## config.mk

```make
export PLATFORM = sky130hd
export DESIGN_NAME = phy_txrx_arbiter
export DESIGN_NICKNAME = d
export VERILOG_FILES = /design/src/rtl/phy_txrx_pkg.sv /design/src/rtl/phy_rx_byte_fifo.sv /design/src/rtl/phy_txrx_arbiter.sv
export SDC_FILE = /design/constraint.sdc
export NUM_CORES = 1
export LEC_CHECK = 0
export ABC_AREA = 1
export BUFFER_PORTS_ARGS = -buffer_cell sky130_fd_sc_hd__buf_4
export CORE_ASPECT_RATIO = 1.1
export CORE_MARGIN = 5
export CORE_UTILIZATION = 40
export DETAILED_ROUTE_END_ITERATION = 12
export SLEW_MARGIN = 20
export SYNTH_ARGS = -nofsm -noshare
export SYNTH_HDL_FRONTEND = slang
export SYNTH_SLANG_ARGS = --single-unit
```

## constraint.sdc

```tcl
create_clock -name clk -period 1.7 [get_ports clk]
set_input_delay 0.255 -clock clk [delete_from_list [all_inputs] [get_ports clk]]
set_output_delay 0.255 -clock clk [all_outputs]
set_load 0.01 [all_outputs]
```

## src/rtl/phy_txrx_pkg.sv

```systemverilog
// Shared encodings for the USB-PD PHY TX/RX arbiter: TX FSM states and result codes.
// Latency: none (types and constants only).
// Backpressure: not applicable.
package phy_txrx_pkg;

    typedef enum logic [2:0] {
        ST_IDLE         = 3'd0,
        ST_CHECK_CC     = 3'd1,
        ST_WAIT_CC_IDLE = 3'd2,
        ST_IFG_WAIT     = 3'd3,
        ST_TRANSFER     = 3'd4
    } tx_state_t;

    localparam logic [1:0] TX_RES_SENT    = 2'd0;
    localparam logic [1:0] TX_RES_CC_BUSY = 2'd1;
    localparam logic [1:0] TX_RES_ABORTED = 2'd2;

    localparam logic [1:0] RX_RES_OK       = 2'd0;
    localparam logic [1:0] RX_RES_CRC_ERR  = 2'd1;
    localparam logic [1:0] RX_RES_PAYLOAD  = 2'd2;
    localparam logic [1:0] RX_RES_TIMEOUT  = 2'd3;

endpackage

```

## src/rtl/phy_rx_byte_fifo.sv

```systemverilog
// Show-ahead byte FIFO for assembled RX bytes (DEPTH entries, power of two, >= 2).
// Latency: a pushed byte is visible on pop_dat/vld the cycle after the push.
// Backpressure: push while full is dropped unless a pop happens in the same cycle.
module phy_rx_byte_fifo #(
    parameter int DEPTH = 4
) (
    input  logic       clk,
    input  logic       rst_n,
    input  logic       push,
    input  logic [7:0] push_dat,
    input  logic       pop,
    output logic [7:0] pop_dat,
    output logic       vld,
    output logic       full
);
    localparam int AW = $clog2(DEPTH);

    logic [7:0]  mem [DEPTH];
    logic [AW:0] wr_ptr;
    logic [AW:0] rd_ptr;
    logic        do_pop;
    logic        do_push;

    assign vld     = (wr_ptr != rd_ptr);
    assign full    = (wr_ptr[AW] != rd_ptr[AW]) && (wr_ptr[AW-1:0] == rd_ptr[AW-1:0]);
    assign do_pop  = pop && vld;
    assign do_push = push && (!full || do_pop);
    assign pop_dat = mem[rd_ptr[AW-1:0]];

    // Pointer update; the extra MSB distinguishes full from empty.
    always_ff @(posedge clk or negedge rst_n) begin
        if (!rst_n) begin
            wr_ptr <= '0;
            rd_ptr <= '0;
        end else begin
            if (do_push) wr_ptr <= wr_ptr + 1'b1;
            if (do_pop)  rd_ptr <= rd_ptr + 1'b1;
        end
    end

    // Storage write; contents need no reset because the pointers gate visibility.
    always_ff @(posedge clk) begin
        if (do_push) mem[wr_ptr[AW-1:0]] <= push_dat;
    end

endmodule

```

## src/rtl/phy_txrx_arbiter.sv

```systemverilog
// USB-PD PHY TX/RX control: CC-arbitrated TX with retries, inter-frame gap, RX nibble-to-byte assembly.
// Latency: TX/RX done pulses one cycle after their event; bytes at N+1 (pulse) or N+2 (with FIFO).
// Backpressure: none without PHY_TXRX_RX_FIFO_EN; with it, bytes queue until pl_rx_byte_rdy, overflow drops and flags.
module phy_txrx_arbiter
    import phy_txrx_pkg::*;
#(
    parameter int IFG_CYCLES    = 1300,
    parameter int IFG_W         = 11,
    parameter int CC_RETRY_MAX  = 3,
    parameter int TYPE_W        = 3,
    parameter int RX_FIFO_DEPTH = 4
) (
    input  logic              clk,
    input  logic              rst_n,
    input  logic              pl_rx_select,
    output logic              txrx_select,
    output logic              txrx_clr,
    input  logic              pl_tx_req,
    input  logic [TYPE_W-1:0] pl_tx_type,
    output logic              pl_tx_done,
    output logic [1:0]        pl_tx_result,
    output logic              phy_tx_en,
    output logic [TYPE_W-1:0] phy_tx_type,
    input  logic              phy_tx_done,
    output logic              idle_chk_en,
    input  logic              idle_chk_done,
    input  logic              idle_chk_result,
    input  logic              phy_rx_en,
    input  logic [TYPE_W-1:0] phy_rx_type,
    input  logic              phy_rx_nib_vld,
    input  logic [3:0]        phy_rx_nib,
    input  logic              phy_rx_eop,
    input  logic              phy_rx_crc_err,
    input  logic              phy_rx_payload_err,
    input  logic              phy_rx_timeout,
    output logic              pl_rx_en,
    output logic [TYPE_W-1:0] pl_rx_type,
    output logic              pl_rx_done,
    output logic [1:0]        pl_rx_result,
    output logic              pl_rx_byte_vld,
    output logic [7:0]        pl_rx_byte,
    input  logic              pl_rx_byte_rdy,
    output logic              pl_rx_ovf
);
    localparam int                CNT_W     = $clog2(CC_RETRY_MAX + 2);
    localparam logic [CNT_W-1:0]  RETRY_MAX = CNT_W'(CC_RETRY_MAX);
    localparam logic [IFG_W-1:0]  IFG_LAST  = IFG_W'(IFG_CYCLES - 1);

    tx_state_t        state, state_nxt;
    logic [CNT_W-1:0] retry_cnt, retry_nxt;
    logic             tx_done_nxt;
    logic [1:0]       tx_result_nxt;
    logic             ifg_active;
    logic [IFG_W-1:0] ifg_cnt;
    logic             ifg_load;
    logic             rx_done_evt;
    logic             rx_en_q;
    logic             rx_rise;
    logic             phase;
    logic [3:0]       nib_lo;
    logic             byte_wr;
    logic [7:0]       byte_dat;

    assign txrx_select = !pl_rx_select;
    assign phy_tx_type = pl_tx_type;
    assign phy_tx_en   = (state == ST_TRANSFER);
    assign idle_chk_en = (state == ST_CHECK_CC) || (state == ST_WAIT_CC_IDLE);
    assign pl_rx_en    = phy_rx_en;
    assign pl_rx_type  = phy_rx_type;
    assign rx_done_evt = phy_rx_eop || phy_rx_payload_err || phy_rx_timeout;
    assign rx_rise     = phy_rx_en && !rx_en_q;
    assign ifg_load    = (tx_done_nxt && (tx_result_nxt == TX_RES_SENT)) || rx_done_evt;

    // TX FSM state and retry counter registers.
    always_ff @(posedge clk or negedge rst_n) begin
        if (!rst_n) begin
            state     <= ST_IDLE;
            retry_cnt <= '0;
        end else begin
            state     <= state_nxt;
            retry_cnt <= retry_nxt;
        end
    end

    // TX next-state: RX select aborts everything except an in-flight transfer.
    always_comb begin
        state_nxt     = state;
        retry_nxt     = retry_cnt;
        tx_done_nxt   = 1'b0;
        tx_result_nxt = TX_RES_SENT;
        case (state)
            ST_IDLE: begin
                if (pl_tx_req) begin
                    state_nxt = ST_CHECK_CC;
                    retry_nxt = '0;
                end
            end
            ST_CHECK_CC: begin
                if (pl_rx_select) begin
                    state_nxt     = ST_IDLE;
                    tx_done_nxt   = 1'b1;
                    tx_result_nxt = TX_RES_ABORTED;
                end else if (idle_chk_done) begin
                    state_nxt = idle_chk_result ? ST_IFG_WAIT : ST_WAIT_CC_IDLE;
                end
            end
            ST_WAIT_CC_IDLE: begin
                if (pl_rx_select) begin
                    state_nxt     = ST_IDLE;
                    tx_done_nxt   = 1'b1;
                    tx_result_nxt = TX_RES_ABORTED;
                end else if (idle_chk_done && idle_chk_result) begin
                    if (retry_cnt < RETRY_MAX) begin
                        retry_nxt = retry_cnt + 1'b1;
                        state_nxt = ST_CHECK_CC;
                    end else begin
                        state_nxt     = ST_IDLE;
                        tx_done_nxt   = 1'b1;
                        tx_result_nxt = TX_RES_CC_BUSY;
                    end
                end
            end
            ST_IFG_WAIT: begin
                if (pl_rx_select) begin
                    state_nxt     = ST_IDLE;
                    tx_done_nxt   = 1'b1;
                    tx_result_nxt = TX_RES_ABORTED;
                end else if (!ifg_active) begin
                    state_nxt = ST_TRANSFER;
                end
            end
            ST_TRANSFER: begin
                if (phy_tx_done) begin
                    state_nxt   = ST_IDLE;
                    tx_done_nxt = 1'b1;
                end
            end
            default: state_nxt = ST_IDLE;
        endcase
    end

    // Registered TX completion; result holds until the next completion.
    always_ff @(posedge clk or negedge rst_n) begin
        if (!rst_n) begin
            pl_tx_done   <= 1'b0;
            pl_tx_result <= TX_RES_SENT;
        end else begin
            pl_tx_done <= tx_done_nxt;
            if (tx_done_nxt) pl_tx_result <= tx_result_nxt;
        end
    end

    // Inter-frame gap timer: active for IFG_CYCLES cycles after each load, reload restarts.
    always_ff @(posedge clk or negedge rst_n) begin
        if (!rst_n) begin
            ifg_active <= 1'b0;
            ifg_cnt    <= '0;
        end else if (ifg_load) begin
            ifg_active <= 1'b1;
            ifg_cnt    <= '0;
        end else if (ifg_active) begin
            if (ifg_cnt == IFG_LAST) ifg_active <= 1'b0;
            else                     ifg_cnt    <= ifg_cnt + 1'b1;
        end
    end

    // RX completion with eop > payload_err > timeout priority; clear pulse trails done by one cycle.
    always_ff @(posedge clk or negedge rst_n) begin
        if (!rst_n) begin
            pl_rx_done   <= 1'b0;
            pl_rx_result <= RX_RES_OK;
            txrx_clr     <= 1'b0;
        end else begin
            pl_rx_done <= rx_done_evt;
            txrx_clr   <= pl_rx_done;
            if (phy_rx_eop)              pl_rx_result <= phy_rx_crc_err ? RX_RES_CRC_ERR : RX_RES_OK;
            else if (phy_rx_payload_err) pl_rx_result <= RX_RES_PAYLOAD;
            else if (phy_rx_timeout)     pl_rx_result <= RX_RES_TIMEOUT;
        end
    end

    // Nibble pairing, low nibble first; a rising phy_rx_en or EOP restarts the pair.
    always_ff @(posedge clk or negedge rst_n) begin
        if (!rst_n) begin
            rx_en_q  <= 1'b0;
            phase    <= 1'b0;
            nib_lo   <= '0;
            byte_wr  <= 1'b0;
            byte_dat <= '0;
        end else begin
            rx_en_q <= phy_rx_en;
            byte_wr <= 1'b0;
            if (phy_rx_nib_vld) begin
                if (phase && !rx_rise) begin
                    byte_wr  <= 1'b1;
                    byte_dat <= {phy_rx_nib, nib_lo};
                    phase    <= 1'b0;
                end else begin
                    nib_lo <= phy_rx_nib;
                    phase  <= 1'b1;
                end
            end else if (rx_rise) begin
                phase <= 1'b0;
            end
            if (phy_rx_eop) phase <= 1'b0;
        end
    end

`ifdef PHY_TXRX_RX_FIFO_EN
    logic       fifo_full;
    logic       fifo_pop;
    logic [7:0] fifo_dat;
    logic       ovf_q;

    assign fifo_pop   = pl_rx_byte_vld && pl_rx_byte_rdy;
    assign pl_rx_byte = pl_rx_byte_vld ? fifo_dat : 8'h00;
    assign pl_rx_ovf  = ovf_q;

    phy_rx_byte_fifo #(.DEPTH(RX_FIFO_DEPTH)) u_rx_fifo (
        .clk      (clk),
        .rst_n    (rst_n),
        .push     (byte_wr),
        .push_dat (byte_dat),
        .pop      (fifo_pop),
        .pop_dat  (fifo_dat),
        .vld      (pl_rx_byte_vld),
        .full     (fifo_full)
    );

    // Sticky overflow: a byte lost to a full FIFO, cleared when a new packet starts.
    always_ff @(posedge clk or negedge rst_n) begin
        if (!rst_n)                                ovf_q <= 1'b0;
        else if (rx_rise)                          ovf_q <= 1'b0;
        else if (byte_wr && fifo_full && !fifo_pop) ovf_q <= 1'b1;
    end
`else
    logic unused_rdy;

    assign unused_rdy     = pl_rx_byte_rdy;
    assign pl_rx_byte_vld = byte_wr;
    assign pl_rx_byte     = byte_dat;
    assign pl_rx_ovf      = 1'b0;
`endif

endmodule
```

# == After elaboration in Yosys (flattened, before gate mapping) ==
# Index checks and enable logic that the tools add are counted.
# classes
add_sub_neg,2
magnitude_cmp,1
eq_ne,14
mux,43
n_bitwise,1
reduce_logical,23
# ops
operator,n
$mux W3,12
$mux W11,3
$mux W1,19
$pmux W3 S5,1
$add A11 B1 Y11 const B,1
$eq A11 B11 Y1 const B,1
$mux W2,5
$reduce_and A5 Y1,2
$eq A3 B2 Y1 const B,2
$ne A2 B1 Y1 const B,3
$ne A2 B2 Y1 const B,3
$ne A3 B3 Y1 const B,2
$pmux W3 S2,1
$reduce_and A2 Y1,3
$reduce_bool A3 Y1,2
$logic_and A1 B1 Y1,4
$logic_or A1 B1 Y1,4
$pmux W2 S2,1
$reduce_bool A2 Y1,2
$add A3 B1 Y3 const B,1
$eq A3 B1 Y1 const B,1
$eq A3 B3 Y1 const B,1
$logic_not A1 Y1,3
$logic_not A3 Y1,1
6 further kinds,6
# totals
regBits,40
input_bits,24
output_inout_bits,27
word_cells,98

# == Depth between registers and ports, before layout ==
# Gate-level depths: netlist of the first run.
# depth
depth_word,10
mapped_depth,10

# == Worst setup path after synthesis of the first run ==
# No wires, ideal clock.
# synth_path
kind,reg2reg
start,register ifg_cnt[0]
end,register ifg_cnt[5]
t_arrival_ps,1346
required_time_ps,1633
path_slack_ps,287
path_stages_with_launch,10
n_path_buf,1
synth_period_minus_slack_ps,1413
cell_sequence,dfrtp_1 ha_1 buf_2 nand2_1 inv_1 nand3_1 nor2_1 nor2_1 nand4_1 nand2_1
# synth_via
elab_chain_len,4
word_cells_on_any_way,7
cone_classes,add/sub: 1; eq/ne: 2; mux: 3; reduce/logical: 1
# synth_rtl
element,line_no,rtl
start: declaration,phy_txrx_arbiter.sv:54,logic [IFG_W-1:0] ifg_cnt;
start signal: assignment,phy_txrx_arbiter.sv:163,else ifg_cnt <= ifg_cnt + 1'b1;
$add A11 B1 Y11,phy_txrx_arbiter.sv:163,
$mux W11,phy_txrx_arbiter.sv:162,if (ifg_cnt == IFG_LAST) ifg_active <= 1'b0;
$mux W11,phy_txrx_arbiter.sv:161,end else if (ifg_active) begin
$mux W11,phy_txrx_arbiter.sv:158,end else if (ifg_load) begin
# Several ways; a longest one is shown, not always the timed one. The select of a mux whose other input is x is not followed.
# A chain may end at the register's enable or synchronous reset.

# == Worst setup path after layout of the first run ==
# layout_path
start,register state[2]
end,output idle_chk_en
# layout_via
elab_chain_len,2
word_cells_on_any_way,3
cone_classes,eq/ne: 2; reduce/logical: 1
# layout_rtl
element,line_no,rtl
start: declaration,phy_txrx_arbiter.sv:49,"tx_state_t state, state_nxt;"
start signal: assignment,phy_txrx_arbiter.sv:80,state <= state_nxt;
$eq A3 B1 Y1 or $eq A3 B2 Y1 (tied branches),phy_txrx_arbiter.sv:67,assign idle_chk_en = (state == ST_CHECK_CC) || (state == ST_WAIT_CC_IDLE);
$logic_or A1 B1 Y1 *,phy_txrx_arbiter.sv:67,
end: declaration,phy_txrx_arbiter.sv:25,"output logic idle_chk_en,"
# Every way passes the cells marked *; elsewhere a longest branch is shown, timed or not.

==> results of run 1 <==
## power by group
part	leakage (nW)	total [mW]	switching (mW)	internal, mW
logic	0.681	0.777	0.418	0.358
clock network	0.0614	0.826	0.346	0.480
registers	0.502	1.19	0.106	1.09
total	1.24	2.80	0.870	1.93
## logic make-up (layout without fill, tap and decap cells)
| kind of cell | Yosys count | in the layout |
|---|---|---|
| compound gates | 11 | 11 |
| xor+xnor | 4 | 4 |
| fa+ha+maj | 2 | 2 |
| buf+inv | 37 | 74 |
| flops | 40 | 40 |
| mux | 12 | 12 |
| other cells | 1 | 1 |
| simple gates | 130 | 130 |
## cell usage in the layout, fill, tap and decap left out, types with 3 or more instances in the layout
master,synthesis,layout
nand2_1,61,60
dfrtp_1,40,39
buf_4,8,38
nor2_1,24,23
inv_1,22,22
nand3_1,20,20
mux2_2,12,12
nand4_1,10,10
clkbuf_8,0,6
nor2_2,4,4
o21ai_1,4,4
nor3_1,4,4
inv_2,3,3
o21ai_0,3,3
## stage by stage
step / cells / util (%)
after floorplan: 237 / -
after global placement: 323 / 46.4
after detailed placement: 323 / 46.4
after CTS: 332 / 49.1
after global routing: 332 / 49.3
final: 332 / 49.3
## worst max-delay path: stages, from the launching register on
cell and delay [ns]:
dfrtp_2 0.41, inv_2 0.07, nand2_2 0.09, nor2_4 0.05
or2_2 0.29, buf_4 0.14
## layout make-up
class	count	area, µm²
fill	467	2520
sequential	40	1000
multi-input combinational	160	850
timing repair buffer	39	295
inverter	27	106
clock buffer	6	82.6
tap	58	72.6
clock inverter	2	38.8
## Yosys cell counts (3+ instances only)
library cell and n:
nand2_1 61, inv_2 3, buf_4 8, inv_1 22
nor3_1 4, nor2_2 4, dfrtp_1 40, o21ai_1 4
mux2_2 12, nor2_1 24, o21ai_0 3, nand4_1 10
nand3_1 20
## metal layers
| layer | wire length [µm] | GRT usage [%] | vias to the layer above | part of all wire, % |
|---|---|---|---|---|
| li1 | - | - | 828 | - |
| met1 | 1790 | 15.7 | 735 | 44 |
| met2 | 2010 | 23.2 | 29 | 50 |
| met3 | 203 | 4.18 | 6 | 5.0 |
| met4 | 47 | 4.06 | 0 | 1.2 |
| met5 | 0 | 0 | - | 0 |
## repair_timing
item,CTS,global route
endpoints found under the setup margin,0,9
hold buffers,1,0
hold endpoints to repair,40,0
resized for setup,0,4
## worst max-delay path by stage
stage	from	depth (start not counted)	endpoint
after floorplan	ifg_cnt[0]$_DFFE_PN0P_	9	ifg_cnt[5]$_DFFE_PN0P_
after global placement	ifg_cnt[0]$_DFFE_PN0P_	8	ifg_cnt[7]$_DFFE_PN0P_
after detailed placement	ifg_cnt[0]$_DFFE_PN0P_	8	ifg_cnt[10]$_DFFE_PN0P_
after CTS	state[2]$_DFFE_PN0P_	5	idle_chk_en
after global routing	state[2]$_DFFE_PN0P_	5	idle_chk_en
final	state[2]$_DFFE_PN0P_	5	idle_chk_en
## state kept, by name, indices dropped and copies added (netlist names)
name	flops
ifg_active	1
ifg_cnt	11
nib_lo	4
phase	1
pl_rx_byte	8
pl_rx_byte_vld	1
pl_rx_done	1
pl_rx_result	2
pl_tx_done	1
pl_tx_result	2
retry_cnt	3
rx_en_q	1
state	3
txrx_clr	1
==> summary by stage, run 1 <==
Worst setup path
The startpoint identified for the worst register-to-register timing path is state[0]$_DFFE_PN0P_. The count of cells along the worst register-to-register path is 8. The data required time of the worst path is 1.44 ns. The worst setup path is launched from a flop. Across all register-to-register paths, the minimum setup slack is 0.24 ns. By startpoint and endpoint, the worst setup path is classified as reg2out. The critical-path maximum fanout is 6.

The worst path arrival time is 1.35 ns. The worst register-to-register path ends at ifg_cnt[10]$_DFFE_PN0P_. The sort of element at the end of the critical path is a primary output.

Yosys
The Yosys warning count is 0. The synthesized netlist devotes 28.8% of its cell area to simple gates. In the synthesized netlist the dominant register cell turns out to be dfrtp_1. Counting every instance in the synthesized netlist gives 237.

The synthesized area per cell is about 8.5 µm². By area the synthesized netlist is led by dfrtp_1, nand2_1, mux2_2, nand3_1, nor2_1. Synthesis inferred 40 register bits. The number of distinct library cells after synthesis is 28. Yosys mapped a number of flops with a built-in enable equal to 0. For this run, asynchronously set or reset flops after synthesis account for 100%. The top cell type by area accounts for 49.6% of the synthesized area. The biggest area contributor in the post-synthesis netlist is dfrtp_1. The net count after synthesis is between 200 and 300. Summing the areas of all compound-gate instances in the mapped netlist gives 2.92% of the synthesized area.

The synthesized netlist occupies a cell area of 2020 µm². Measured against the total synthesized area, the mux share comes to 6.70%. The adder-cell share of the synthesized area is about 1.2%.

The sequential share of the synthesized area is 49.6%. The parity-gate share of the synthesized area counting xor and xnor cells is 1.74%. By area, the combinational part of the netlist is dominated by simple AND/OR/NAND/NOR gates.

STA
Setup repair after global routing left no endpoint under its margin. The worst-case setup margin in the final layout is 0.0918 ns. The time the final worst path needs with I/O delays and setup is 1.61 ns. Summed over all failing endpoints, the final setup total negative slack is 0 ns. The achievable frequency is ~620 MHz. The final max-slew violation count came to 0.

Hold is met by between 0.08 and 0.09 ns. The count of endpoints failing hold in the final timing report was 0. The worst-margin pin slew is 0.501 ns. Of the available clock period, the critical path in the final layout requires between 90% and 100%. The count of final setup violators is 0. Across the routed clock network, the largest skew measured is between 0.005 and 0.006 ns. The worst slew slack as a fraction of its limit is 66.6%.

Clocking
The clock net sink count is 40. The clock slew seen by the registers of the worst setup and hold paths is 0.08 ns. Buffers added to address setup during post-CTS repair amount to 0.

At the later pin of the worst-skew pair, clock insertion delay measures 0.29 ns. In this run, CTS created clock tree buffers numbering 5. The clock tree synthesis step divided the H-tree into 2 levels.

TritonCTS built the clock tree. The maximum number of buffers from clock root to sink is 2. The cell at the root of the clock tree is clkbuf_8.

Flow run
Across the run, the number of max-cap violations was 0.

Final layout
The layout-stage area growth over the synthesis result is 21.3%. After the last flow step, the layout net total stands at 299. The area of all placed cells without fillers is 2450 µm².

The count of inserted antenna diode cells is 0. In the final layout, the share of cells above drive strength 1 is 27.0%.

Global routing
The pin count of the biggest net entering global routing is 41. The number of global-route vias before repair is 1,606. The global-route wire length before repair is 7250 µm. The initial antenna violation count is 0. Across every metal layer, demand over resource in global routing totals 13.4%. For this run the aggregate overflow at the end of global routing stands at 0.

Outcome
The flow ran to the end, and the final reports show no timing, DRC or antenna violations.

Placement
After detailed placement, the total cell area comes to 2300 µm². The number of port buffers is 36. At the end of routability-driven placement, the weighted congestion stood at 0.818. At the placement stage, the worst setup path has a slack of 0.133 ns. Once detailed placement completed, the half-perimeter wirelength came to 2980 µm.

Drt
The detailed router finished its first iteration with 43 violations. The routed design has 4050 µm of wire. Detailed routing inserted a total of between 1.5k and 2k vias. Once detail routing completed, the nets flagged for antenna violations numbered 0. The via density per instance is between 4 and 5. The first-pass detailed-route iteration total is 4.

The routed wire length per instance is roughly 12 µm. The DRC violation count after routing is 0.

Hold path
The worst min-delay path class is in2reg. For hold timing, the worst endpoint is rx_en_q$_DFF_PN0_. The hold-critical path depth is 1. In this run the most critical hold path is launched from phy_rx_en.

Floorplan
The horizontal die dimension is 77.7 µm. The floorplan has 27 rows. The total die area is approximately 6600 µm². The initial utilization of the core area, before any placement, comes to roughly two fifths. The die is 84.5 µm tall.

The area of the placeable core is 4970 µm². Pin placement for this block handled 51 I/O pins.

Power and ir drop
The power density over the cells is 1140 nW/µm². VDD sags by at most 0.000406 V. For this design the static power due to leakage is 1.24 nW. After layout, the design draws a total of 2.80 mW.
(Power assumes the default switching activity.)
==> inputs of run 2 (changes only) <==
CORE_UTILIZATION = 50   (was 40)
PLACE_DENSITY = 0.76   (was default)
clock period = 2.1 ns   (was 1.7 ns; I/O delays follow)
==> summary by stage, run 2 (synthesized netlist as in run 1, its figures left out) <==
Outcome
The run finished with clean final reports.

Worst setup path
Following the worst setup path forward leads to its endpoint at idle_chk_en. STA classifies the critical path endpoint as a primary output. Along the worst path, the maximum fanout reaches 6. The worst reg2reg path startpoint is ifg_cnt[0]$_DFFE_PN0P_.

The worst register-to-register path ends at ifg_cnt[8]$_DFFE_PN0P_. For this run, the slowest stage of the critical path takes 0.44 ns. The critical setup path kind is reg2out.

The critical path starts at state[2]$_DFFE_PN0P_. The reg-to-reg setup timing slack is 0.47 ns. The critical path goes through inv_2 > nand2_1 > nor2_2 > or2_2 > buf_4. The data required time of the worst path is 1.78 ns. The highest-delay cell along the critical path is dfrtp_1.

Counting cells, the worst reg-to-reg path comes to 8. At the worst endpoint, the arrival time is approximately 1.5 ns. The kind of launch point of the worst setup path is a flop.

Clocking
In this run the clock root is driven by a clkbuf_8. The clock net in this run drives a total of 40 sinks. The number of buffers inserted by post-CTS setup repair is 0. The clock insertion delay at the later pin of the skew report is 0.29 ns. The post-cts resize count is 0.

The TritonCTS clock tree is done. The maximum number of buffers from clock root to sink is 2. The number of hold buffers added after CTS is 1. The clock slew seen by the registers of the worst setup and hold paths is 0.08 ns.

The number of clock buffers added by TritonCTS is 5. The H-tree depth is 2.

Drt
The final wirelength is 3930 µm. Using the TritonRoute via totals, the vias-per-cell ratio works out to 4.89. The routed wire length per instance is 12.1 µm. The DRC violation count after routing is 0.

The first-iteration detailed-routing DRC count is 77. In this run the remaining antenna-violating nets after routing total 0. The first-pass detailed-route iteration total is 4.

The number of vias in the routed layout is 1,583.

Placement
The wire-length estimate of the detail-placed layout is 2950 µm. After detailed placement, the design holds a cell count of 315. The last weighted congestion value of the routability-driven placer is 0.830. Port buffering added 36 buffers.

Final layout
Once layout is complete, the cells apart from fillers number 324. The library cells used most frequently in the layout, excluding fill and tap cells, are nand2_1, dfrtp_1, buf_4. The layout-stage area growth over the synthesis result is 19.7%. The register with the most flip-flops in the layout has 11 of them. Of the cells placed in the final design, the portion with a size suffix greater than 1 is 25.4%. The most frequent standard cell in the layout excluding fill and tap cells is nand2_1.

The final net count is slightly below 300. The register bank with the most flops is ifg_cnt. After filler insertion, the fill cell instance count of the layout stands at 356. The count of inserted antenna diode cells is 0.

STA
Setup violations remaining at the end of the flow were counted as 0. The count of endpoints failing hold in the final timing report is 0. The worst slew slack as a fraction of its limit is between 60% and 70%. The aggregate negative setup slack is 0 ns. The achievable frequency is approximately 560 MHz. The worst-margin pin slew is 0.518 ns. For the finished layout, the period the worst path requires is 1.77 ns. Setup repair after global routing left no endpoint under its margin. Across the routed clock network, the largest skew measured is 0.00692 ns. The final max-slew violation count is 0.

The final critical path takes up between 80% and 90% of the cycle.

Global routing
The initial antenna violation count was 0. The number of global-route vias before repair is roughly 1.6k. Global routing used around 16% of the available tracks across all layers.

The global-route wire length before repair is roughly 7100 µm. For this run the aggregate overflow at the end of global routing stands at 0. Entering global routing, the biggest net connects 41 pins.

Floorplan
The total die area is ~5400 µm². The area of the placeable core is 3930 µm². Measured along the y axis, the die boundary spans 76.6 µm. The placement row count is 24. The number of top-level design ports is 51. The horizontal die dimension is 70.6 µm.

Once the floorplan was initialized, standard cells occupied ~51% of the core.

Power and ir drop
The power density over the cells is 932 nW/µm². The worst-case IR drop observed on VDD is roughly 0.00056 V. Overall power consumption after layout is estimated at 2.25 mW. In this run the static leakage power is 1.23 nW.

Hold path
The worst hold path belongs to the class in2reg. The startpoint identified for the worst hold timing path is phy_rx_en.

Flow run
The count of maximum capacitance violations is 0.
run 2: cell types whose count changed in the layout (fill, tap and decap cells not counted), sizes merged:
cell | previous run | this run
buf | 38 | 36
run 2: cell type report:
| class | count | area (µm²) | area share, % |
|---|---|---|---|
| timing repair buffer | 37 | 280 | 11.6 |
| clock buffer | 6 | 82.6 | 3.42 |
| sequential | 40 | 1000 | 41.5 |
| clock inverter | 2 | 38.8 | 1.61 |
| inverter | 27 | 106 | 4.41 |
| tap | 52 | 65.1 | 2.70 |
| multi-input combinational | 160 | 840 | 34.8 |
run 2: metal layers:
layer | GRT usage, % | vias to the layer above | share of wire (%)
met5 | 0 | - | 0
met1 | 19.3 | 718 | 43
met4 | 6.77 | 0 | 2.6
met2 | 27.2 | 37 | 49
li1 | - | 820 | -
met3 | 5.28 | 8 | 5.8
run 2: metrics by stage:
stage | setup slack, ns | hold WS [ns] | util, % | area, µm²
6_report | 0.328 | 0.139 | 61.4 | 2410
5_1_grt | 0.224 | 0.118 | 61.4 | 2410
4_1_cts | 0.315 | 0.130 | 61.4 | 2410
3_5_place_dp | 0.458 | 0.317 | 58.0 | 2280
3_3_place_gp | 0.464 | 0.319 | 58.0 | 2280
2_1_floorplan | 0.687 | 0.0194 | - | 2020
run 2: where the power goes:
| part | switching, mW | total [mW] | leakage [nW] | internal [mW] |
|---|---|---|---|---|
| registers | 0.0828 | 0.964 | 0.504 | 0.881 |
| clock network | 0.274 | 0.662 | 0.0614 | 0.389 |
| logic | 0.337 | 0.622 | 0.669 | 0.285 |
run 2: worst min path at each step:
stage / end / cells after the start
global route: rx_en_q$_DFF_PN0_ / 1
finish: rx_en_q$_DFF_PN0_ / 1
global placement: pl_rx_byte_vld$_DFF_PN0_ / 1
CTS: rx_en_q$_DFF_PN0_ / 1
detailed placement: rx_en_q$_DFF_PN0_ / 1
floorplan: ifg_active$_DFF_PN0_ / 0
run 2: worst max-delay path, delay by kind of cell, from the launching register on:
family,cells,cell delay (ns)
buffers and inverters,2,0.22
AND/OR/NAND/NOR,3,0.49
flip-flops,1,0.44
==> inputs of run 3 (changes only) <==
clock period = 1.8 ns   (was 2.1 ns; I/O delays follow)
==> summary by stage, run 3 (synthesized netlist as in run 1, its figures left out) <==
Outcome
The run finished with clean final reports.

Final layout
The register area is 1000 µm². Compared with the post-synthesis result, the final layout area differs by 18.1%. The count of inserted antenna diode cells is 0. The final net count is 298. The multi-input gate area in the final layout is 840 µm². In the layout the commonest cells are nand2_1, dfrtp_1, buf_4.

The most frequent standard cell in the layout excluding fill and tap cells is nand2_1. The fraction of final layout cells sized beyond drive strength 1 is 25.4%. The register with the most flip-flops in the layout has 11 of them. Fill cells in the final layout number ~360. The register with the most flip-flops in the final layout is ifg_cnt.

Clocking
The clock passes through at most 2 buffers. The clock reaches the later pin of the worst-skew pair after 0.29 ns. TritonCTS built the clock tree. The total CTS buffers is 5. The clock slew seen by the registers of the worst setup and hold paths is ~0.070 ns.

CTS saw 40 sinks. The cell at the root of the clock tree is clkbuf_8. After clock tree synthesis, the repair step resized 0 gates. The H-tree was split into 2 levels.

Placement
The post-detailed-placement half-perimeter wirelength is 2980 µm. The last weighted congestion value of the routability-driven placer is between 0.8 and 0.9. At the placement stage, the worst setup path has a slack of 0.319 ns. The number of port buffers is 36.

Floorplan
The die is 76.6 µm tall. The core region is 3930 µm². After floorplanning, the core was divided into 24 placement rows. The number of top-level design ports is 51. The horizontal die dimension is 70.6 µm.

The total die area is around 5400 µm². The effective utilization at floorplan is about half.

STA
The count of final setup violators is 0. The count of endpoints failing hold in the final timing report is 0. The final max-slew violation count is 0. Subtracting the final worst setup slack from the clock period gives 1.71 ns. The final critical path takes up 94.9% of the cycle. The final worst clock skew is 0.00390 ns. Adding up every negative setup slack in the final design gives 0 ns.

The achievable frequency is 585 MHz. The worst-case setup margin in the final layout is just over 0.09 ns. Setup repair after global routing left no endpoint under its margin.

Hold path
The worst min-delay path class is in2reg. The critical hold path startpoint is phy_rx_en.

Drt
The final wirelength is 3950 µm. The number of vias in the routed layout is between 1.5k and 2k. The DRC violation count after routing is 0. The routed wire length per instance is around 12 µm. The first-iteration detailed-routing DRC count is 67. Before antenna repair, the detailed router went through 4 iterations.

The via density per instance is 5.03. The remaining antenna violation count after routing is 0.

Global routing
The first global-routing pass estimated around 7100 µm of wire. The initial antenna violation count is 0. The pin count of the biggest net entering global routing is 41. The total overflow left after global routing is 0. The number of global-route vias before repair is around 1.7k.

The combined global-route utilization of all metal layers is 16.1%.

Power and ir drop
The analysis attributes to net switching a power of a little under 800 µW. Net switching is 32.8% of the power. For this design the ratio of total power to cell area is 1010 nW/µm².

The internal power of the cells totals 1.62 mW. VDD sags by at most 0.000468 V. The analysis attributes to cell leakage a power of between 1 and 1.5 nW. The relative contribution of the clock network to total power is 23.3%.

The portion of total power attributed to combinational logic is 30.0%. The proportion of power drawn by flip-flops and latches is between 40% and 50%.

Worst setup path
The kind of cell with the highest combined delay along the critical path is simple AND/OR/NAND/NOR gates. The largest stage delay on the critical path is approximately 0.44 ns. The kind of launch point of the worst setup path is a flop. Walking the worst path, the cells encountered are inv_2 > nand2_1 > nor2_2 > or2_2 > buf_4.

The sum of buffers and inverters on the critical path is 2. Data on the critical path is required at its endpoint by 1.53 ns. In this run the critical register-to-register path is launched from ifg_cnt[1]$_DFFE_PN0P_. The highest-delay cell along the critical path is dfrtp_1. The sort of element at the end of the critical path is a primary output. The worst path arrival time is 1.44 ns. The most critical setup path has its startpoint at state[2]$_DFFE_PN0P_. The critical setup path kind is reg2out. In this run the worst path has a maximum fanout of 6.

Flow run
Max-cap violations in this run came to 0.
[run 3: cell types whose count changed in the layout (fill, tap and decap cells not counted)]
cell        before  now
clkinv_4         1    0
clkinvlp_4       0    1
buf_4           36   37
clkbuf_8         6    5
clkinv_2         0    1
bufinv_16        1    0
[run 3: per-layer routing]
| layer | GRT usage, % | part of all wire, % | up-vias | routed length, µm |
|---|---|---|---|---|
| met3 | 4.75 | 5.2 | 5 | 207 |
| met5 | 0 | 0 | - | 0 |
| met4 | 5.08 | 1.5 | 0 | 59 |
| met2 | 28.6 | 50 | 38 | 1990 |
| met1 | 18.4 | 43 | 764 | 1690 |
| li1 | - | - | 823 | - |
[run 3: final timing paths]
kind | endpoint | slack [ns] | cells after the start
max in group asynchronous | ifg_cnt[7]$_DFFE_PN0P_ | 0.97 | 2
min in group asynchronous | phase$_DFFE_PN0P_ | 0.48 | 2
hold reg to reg | txrx_clr$_DFF_PN0_ | 0.38 | 0
setup / recovery | idle_chk_en | 0.09 | 5
hold / removal | rx_en_q$_DFF_PN0_ | 0.1 | 1
setup reg to reg | ifg_cnt[7]$_DFFE_PN0P_ | 0.32 | 9
[run 3: layout make-up]
cell class	count	share of cell area, %
well taps	52	2.73
repair buffers	38	12.1
flip-flops and latches	40	42.0
multi-input cells	160	35.3
inverters	27	4.47
clock inverters	2	0.525
clock buffers	5	2.89
[run 3: power by group through the flow]
| stage | Sequential [mW] | Combinational [mW] | Clock [mW] |
|---|---|---|---|
| 2_1_floorplan | 1.16 | 0.422 | 0 |
| 3_3_place_gp | 1.14 | 0.718 | 0 |
| 3_5_place_dp | 1.14 | 0.732 | 0 |
| 4_1_cts | 1.13 | 0.736 | 0.583 |
| 5_1_grt | 1.15 | 0.827 | 0.614 |
| 6_report | 1.13 | 0.724 | 0.563 |
[run 3: repair_timing]
action                     4_1_cts  5_1_grt
buffers inserted                 0        0
hold endpoints to repair        40        0
hold buffers                     1        0
setup endpoints to repair        0        0
[run 3: per-stage QoR]
stage                     utilization, %  total power [mW]  hold slack [ns]  cells  cell area [µm²]
after floorplan                        -              1.59          -0.0256    237             2020
after global placement              58.2              1.86            0.274    316             2290
after detailed placement            58.2              1.88            0.271    316             2290
after CTS                           60.5              2.45           0.0922    324             2380
after global routing                60.5              2.59           0.0997    324             2380
final                               60.5              2.41           0.0999    324             2380
